==> src/rtl/ram_obi_arbiter.sv <==
// rtl/ram_obi_arbiter.sv - two-master OBI front end for a single-port 1-cycle-latency RAM
//
// Purpose: arbitrates instruction fetch (m0) and data (m1) onto one RAM port,
// decodes the RAM address window, and routes each response to its issuer.
// Out-of-window accesses never reach the RAM and get a local error response.
//
// Ports:
//   clk, rst                 clock, synchronous active-high reset
//   mX_req/gnt               address phase handshake, X = 0 (fetch), 1 (data)
//   mX_addr/we/be/wdata      address phase payload
//   mX_rvalid/rdata/err      response phase, one cycle after gnt
//   ram_req/we/addr/be/wdata RAM command, ram_addr is the offset from ADDR_BASE
//   ram_rdata/ram_rvalid     RAM response, one cycle after ram_req
//   proto_err                sticky, RAM response missing or unexpected
module ram_obi_arbiter #(
  parameter int unsigned     AW         = 32,
  parameter logic [AW-1:0]   ADDR_BASE  = {AW{1'b0}},
  parameter int unsigned     DEPTH      = 128,
  parameter bit              FIXED_PRIO = 1'b0
) (
  input  logic          clk,
  input  logic          rst,

  input  logic          m0_req,
  output logic          m0_gnt,
  input  logic [AW-1:0] m0_addr,
  input  logic          m0_we,
  input  logic [3:0]    m0_be,
  input  logic [31:0]   m0_wdata,
  output logic          m0_rvalid,
  output logic [31:0]   m0_rdata,
  output logic          m0_err,

  input  logic          m1_req,
  output logic          m1_gnt,
  input  logic [AW-1:0] m1_addr,
  input  logic          m1_we,
  input  logic [3:0]    m1_be,
  input  logic [31:0]   m1_wdata,
  output logic          m1_rvalid,
  output logic [31:0]   m1_rdata,
  output logic          m1_err,

  output logic          ram_req,
  output logic          ram_we,
  output logic [AW-1:0] ram_addr,
  output logic [3:0]    ram_be,
  output logic [31:0]   ram_wdata,
  input  logic [31:0]   ram_rdata,
  input  logic          ram_rvalid,

  output logic          proto_err
);

  // Window bounds carried in AW+1 bits so a window ending at the top of the
  // address space does not wrap the upper bound to zero.
  localparam int unsigned AW1    = AW + 1;
  localparam logic [AW:0] WIN_LO = {1'b0, ADDR_BASE};
  localparam logic [AW:0] WIN_HI = WIN_LO + AW1'(4 * DEPTH);

  logic        rr_ptr;    // master preferred on the next contention cycle
  logic        resp_v;
  logic        resp_id;
  logic        resp_err;
  logic        resp_we;

  logic        gnt0;
  logic        gnt1;
  logic        acc;
  logic        contend;
  logic [AW-1:0] sel_addr;
  logic [AW:0]   sel_addr_x;
  logic        sel_we;
  logic        in_win;
  logic        rsp_fire;
  logic [31:0] rsp_data;

  assign contend = m0_req & m1_req;

  // Same-cycle arbitration; nothing is granted while in reset.
  always_comb begin
    gnt0 = 1'b0;
    gnt1 = 1'b0;
    if (!rst) begin
      if (contend) begin
        if (FIXED_PRIO || rr_ptr) begin
          gnt1 = 1'b1;
        end else begin
          gnt0 = 1'b1;
        end
      end else begin
        gnt0 = m0_req;
        gnt1 = m1_req;
      end
    end
  end

  assign acc    = gnt0 | gnt1;
  assign m0_gnt = gnt0;
  assign m1_gnt = gnt1;

  assign sel_addr   = gnt1 ? m1_addr : m0_addr;
  assign sel_we     = gnt1 ? m1_we   : m0_we;
  assign sel_addr_x = {1'b0, sel_addr};
  assign in_win     = (sel_addr_x >= WIN_LO) && (sel_addr_x < WIN_HI);

  // RAM command follows the granted master and is all-zero without a grant.
  assign ram_req   = acc & in_win;
  assign ram_we    = acc & sel_we;
  assign ram_addr  = acc ? (sel_addr - ADDR_BASE) : {AW{1'b0}};
  assign ram_be    = gnt1 ? m1_be : (gnt0 ? m0_be : 4'b0000);
  assign ram_wdata = gnt1 ? m1_wdata : (gnt0 ? m0_wdata : 32'h0);

  always_ff @(posedge clk) begin
    if (rst) begin
      rr_ptr    <= 1'b0;
      resp_v    <= 1'b0;
      resp_id   <= 1'b0;
      resp_err  <= 1'b0;
      resp_we   <= 1'b0;
      proto_err <= 1'b0;
    end else begin
      // Pointer moves only when both masters competed, so the loser is
      // first in line on the very next cycle.
      if (!FIXED_PRIO && contend) begin
        rr_ptr <= ~rr_ptr;
      end
      resp_v <= acc;
      if (acc) begin
        resp_id  <= gnt1;
        resp_err <= ~in_win;
        resp_we  <= sel_we;
      end
      // Error responses are generated locally, so only in-window responses
      // expect a RAM strobe; anything else from the RAM is a protocol fault.
      if ((resp_v && !resp_err && !ram_rvalid) ||
          (ram_rvalid && !(resp_v && !resp_err))) begin
        proto_err <= 1'b1;
      end
    end
  end

  // Gating with rst drops a response that was pending when reset arrived.
  assign rsp_fire = resp_v & ~rst;
  assign rsp_data = (!resp_err && !resp_we) ? ram_rdata : 32'h0;

  assign m0_rvalid = rsp_fire & ~resp_id;
  assign m1_rvalid = rsp_fire &  resp_id;
  assign m0_err    = m0_rvalid & resp_err;
  assign m1_err    = m1_rvalid & resp_err;
  assign m0_rdata  = m0_rvalid ? rsp_data : 32'h0;
  assign m1_rdata  = m1_rvalid ? rsp_data : 32'h0;

endmodule

==> config.mk <==
export PLATFORM = sky130hd
export DESIGN_NAME = ram_obi_arbiter
export DESIGN_NICKNAME = d
export VERILOG_FILES = /design/src/rtl/ram_obi_arbiter.sv
export SDC_FILE = /design/constraint.sdc
export NUM_CORES = 1
export LEC_CHECK = 0
export ABC_AREA = 1
export BUFFER_PORTS_ARGS = -buffer_cell sky130_fd_sc_hd__buf_2
export CORE_AREA = 3 3 122 124
export DETAILED_ROUTE_END_ITERATION = 6
export DIE_AREA = 0 0 125 127
export SYNTH_ARGS = -nofsm -noshare
export SYNTH_HDL_FRONTEND = slang
export SYNTH_SLANG_ARGS = --single-unit
export TNS_END_PERCENT = 30
==> constraint.sdc <==
create_clock -name clk -period 1.8 [get_ports clk]
set_clock_uncertainty 0.05 [all_clocks]
set_input_delay 0.45 -clock clk [delete_from_list [all_inputs] [get_ports clk]]
set_output_delay 0.45 -clock clk [all_outputs]
set_load 0.01 [all_outputs]
; Word level (Yosys, flattened, before mapping)
; Index checks and enable logic that the tools add are counted.
[totals]
regBits = 6
input_bits = 175
out_inout_bits = 141
elab_cells = 47
[classes]
magnitude_cmp = 2
muxes = 16
n_bitwise = 13
reduce_logical = 10
[ops]
columns = operator, n
row1 = 32-bit 2-to-1 mux, 7
row2 = 32-bit by 1-bit >= comparator with 1-bit output (second input constant), 1
row3 = 32-bit by 10-bit < comparator with 1-bit output (second input constant), 1
row4 = 1-bit bitwise AND, 8
row5 = 4-bit 2-to-1 mux, 2
row6 = 1-bit 2-to-1 mux, 7
row7 = 1-bit logical AND, 5
row8 = 1-bit zero test, 4
row9 = 1-bit NOT, 4
row10 = 1-bit logical OR, 1
row11 = 1-bit bitwise OR, 1

; Logic depth before layout (Yosys ltp)
[logic_depth]
word_depth = 7
mapped_depth = 12
mapped_depth_nobuf = 12

; Least setup slack after synthesis
; OpenSTA, ideal clock, no wires.
[synth_timing]
path_kind = input -> output
from = input rst
to = output ram_addr[1]
t_arrival_ns = 1.448
t_required_ns = 1.300
path_slack_ns = -0.148
stages = 7
path_buffers = 2
cell_sequence = inv_1 nand3_1 inv_1 buf_2 buf_1 a21oi_1 nor2_1
[synth_via]
elab_chain_len = 3
word_cells_on_any_way = 5
classes_between = mux (4) / bitwise (1)
[synth_rtl]
columns = element, line_no
row1 = start: declaration, 22  ; input logic rst,
row2 = 1-bit 2-to-1 mux, 84  ; if (!rst) begin
row3 = named net m0_gnt, 25  ; output logic m0_gnt,
row4 = 1-bit bitwise OR, 98  ; assign acc = gnt0 | gnt1;
row5 = 32-bit 2-to-1 mux, 110  ; assign ram_addr = acc ? (sel_addr - ADDR_BASE) : {AW{1'b0}};
row6 = end: declaration, 46  ; output logic [AW-1:0] ram_addr,
; The timed path passes the listed nets, and every way through them passes these cells.

; Worst setup path in the final report
[layout_timing]
from = input rst
to = output ram_req
[layout_via]
elab_chain_len = 5
word_cells_on_any_way = 8
classes_between = order compare (2) / mux (3) / bitwise (2) / reduce/logical (1)
[layout_rtl]
columns = element, line_no
row1 = 1-bit 2-to-1 mux, 84
row2 = 32-bit 2-to-1 mux, 102  ; assign sel_addr = gnt1 ? m1_addr : m0_addr;
row3 = 32-bit by 1-bit >= comparator with 1-bit output or 32-bit by 10-bit < comparator with 1-bit output (tied branches), 105  ; assign in_win = (sel_addr_x >= WIN_LO) && (sel_addr_x < WIN_HI);
row4 = 1-bit logical AND, 105
row5 = 1-bit bitwise AND *, 108  ; assign ram_req = acc & in_win;
row6 = end: declaration, 44  ; output logic ram_req,
; Every way passes the cells marked *; elsewhere a longest branch is shown, timed or not.

==> results.json <==
{
  "worst_pin_slew_ns": 0.224,
  "dp_slack_ns": -0.538,
  "synth-compound-area-share_pct": 27.8,
  "met2_length_mm": 7.13,
  "synth_top_flop_cell": "dfxtp_1",
  "grt.overflow.total": 0,
  "worstPathArrival_ns": 1.72,
  "avgSynthCellArea_um2": 5.14,
  "port_buffers": 315,
  "final_common_cell": "buf_2",
  "layout.nets": 889,
  "met1_length_mm": 5.24,
  "die_h_um": 127,
  "grt_antenna_before_repair": 0,
  "peakVddDrop_mv": 0.242,
  "wl_mm": 13.9,
  "grt_max_degree": 34,
  "grt_pass1_wl_mm": 19.5,
  "ys_ff_latch": 6,
  "dr.max_layer_used": "met4",
  "netlist_area_mm2": 0.00180,
  "power_leakage_nw": 2.99,
  "htreeDepth": 1,
  "insertion_delay_ns": 0.23,
  "slew_viol_final": 0,
  "drt_first_pass_iters": 4,
  "drive_gt1_share_pct": 70.1,
  "grtUsageTotal_pct": 15.3,
  "rsz0062_at_grt": "true",
  "drv_cap": 0,
  "cts_sinks": 6,
  "synthMuxAreaShare_pct": 0,
  "fillers": 1518,
  "clk_pin_slew_ns": 0.03,
  "place_congestion": 0.789,
  "postSynth.asyncResetShare_pct": 0,
  "hpwl_mm": 10.2,
  "setup_slack_ns": -0.423,
  "cts-root-buf": "clkbuf_16",
  "vias": 3893,
  "crit_fanout": 6,
  "cts_buffers": 3,
  "synth-simple-area-share_pct": 47.9,
  "yosys-top-cells-area": "nor3_1 18%, a22o_1 17%, nand2_1 13%",
  "syn-num-nets": 526,
  "setup_viol": 139,
  "fin_tns_setup_ns": -26.43,
  "hp-class": "register to register",
  "die_w_um": 125,
  "synth_warnings": 0,
  "dieArea_mm2": 0.0159,
  "final_cell_mix": "302 x buf_2, 58 x nor3_2, 48 x nand2_1",
  "vias_per_cell": 4.36,
  "ant_nets": 0,
  "antennaDiodeCount": 0,
  "start_kind": "input port",
  "ys_types": 21,
  "synth_top_family_by_area": "simple AND/OR/NAND/NOR gates",
  "syn_inst": 351,
  "coreArea_mm2": 0.0139,
  "netlist.area_leader.share_pct": 18.0,
  "yosysSeqAreaShare_pct": 6.66,
  "r2r_slack_ns": 0,
  "first_global_vias": 3622,
  "synth_edf_count": 0,
  "finalHoldViolations": 0,
  "period_needed_ns": 2.22,
  "period_share_pct": 124,
  "power_density_mw_per_mm2": 354,
  "status": "finished, violations left",
  "placementRows": 43,
  "crit_required_ns": 1.30,
  "route.met3.wl_mm": 1.13,
  "clockBufferDepth": 2,
  "timing.fmax_ghz": 0.450,
  "yosysTopAreaCell": "nor3_1",
  "synth_xor_area_share_pct": 0.486,
  "slew_headroom_pct": 85.0,
  "initial_core_util_pct": 13.0,
  "critPathCaptureType": "primary output",
  "synthAdderAreaFrac_pct": 0,
  "critPathKind": "input port to primary output",
  "syn2layout_area_growth_pct": 185,
  "drtIter0Drc": 101,
  "post-route-drc-count": 0,
  "boundaryPins": 316,
  "cts_tree": "yes",
  "violations": "negative setup slack",
  "wl_per_cell_um": 15.5
}
-- layout make-up --
type	instances	area (um^2)	share of cell area, %
clock buffer	3	75.1	1.46
inverter	46	205	3.99
multi-input combinational	267	1840	35.8
sequential	6	124	2.41
tap	180	225	4.38
timing repair buffer	390	2670	51.9
-- critical path: stages --
cell,delay (ns)
buf_6,0.11
nor2_4,0.18
nand2_8,0.11
clkbuf_16,0.18
nand2_4,0.06
nand2_2,0.05
nor2_2,0.10
nand2_1,0.09
nor2_4,0.12
nand3_2,0.09
inv_1,0.05
buf_2,0.12
-- sequential cells by signal, summed over array words and instances (netlist names) --
signal     flops
proto_err      1
resp_err       1
resp_id        1
resp_v         1
resp_we        1
rr_ptr         1
-- cell families (layout without fill, tap and decap cells) --
kind of cell,after synthesis,count (layout)
compound gates,73,73
xor+xnor,1,1
buf+inv,78,439
flops,6,6
simple gates,193,193
-- worst paths after layout --
kind / start / depth (start not counted) / to
setup / recovery: rst / 12 / ram_req
hold / removal: resp_we / 2 / resp_we
setup reg to reg: rr_ptr / 13 / resp_err
hold reg to reg: resp_we / 2 / resp_we
-- through the flow --
step | hold WS, ns | instance area (um^2) | util [%] | cells | power (W)
floorplan | 0.383 | 1890 | - | 351 | 0.000622
global placement | 0.400 | 3930 | 28.3 | 855 | 0.00115
detailed placement | 0.401 | 3930 | 28.3 | 855 | 0.00115
CTS | 0.411 | 4810 | 34.7 | 881 | 0.00174
global route | 0.440 | 5140 | 37.0 | 892 | 0.00195
finish | 0.409 | 5140 | 37.0 | 892 | 0.00182
-- timing repair --
action / CTS / global route
hold endpoints to repair: 0 / 0
setup buffers: 13 / 7
hold buffers: 0 / 0
resized for setup: 104 / 55
pin swaps: 9 / 17
setup endpoints to repair: 139 / 139
gates cloned: 10 / 5
-- cell usage after synthesis, types with 6 or more instances --
library cell,count
nand3_1,23
dfxtp_1,6
inv_1,44
nand2_1,61
clkbuf_1,14
nor2_1,38
nor3_1,65
a21oi_1,35
a22o_1,36
buf_2,11
buf_1,6
-- power by group --
part	internal (W)	leakage, nW	switching, W
clock network	0.000285	0.0370	0.0000715
registers	0.000146	0.0507	0.00000920
logic	0.000643	2.91	0.000667
-- layer usage --
metal	GRT usage, %	up-vias
li1	-	1910
met1	17.1	1752
met2	28.9	211
met3	3.47	20
met4	4.59	0
met5	0	-
Power figures use the tool's default switching activity.
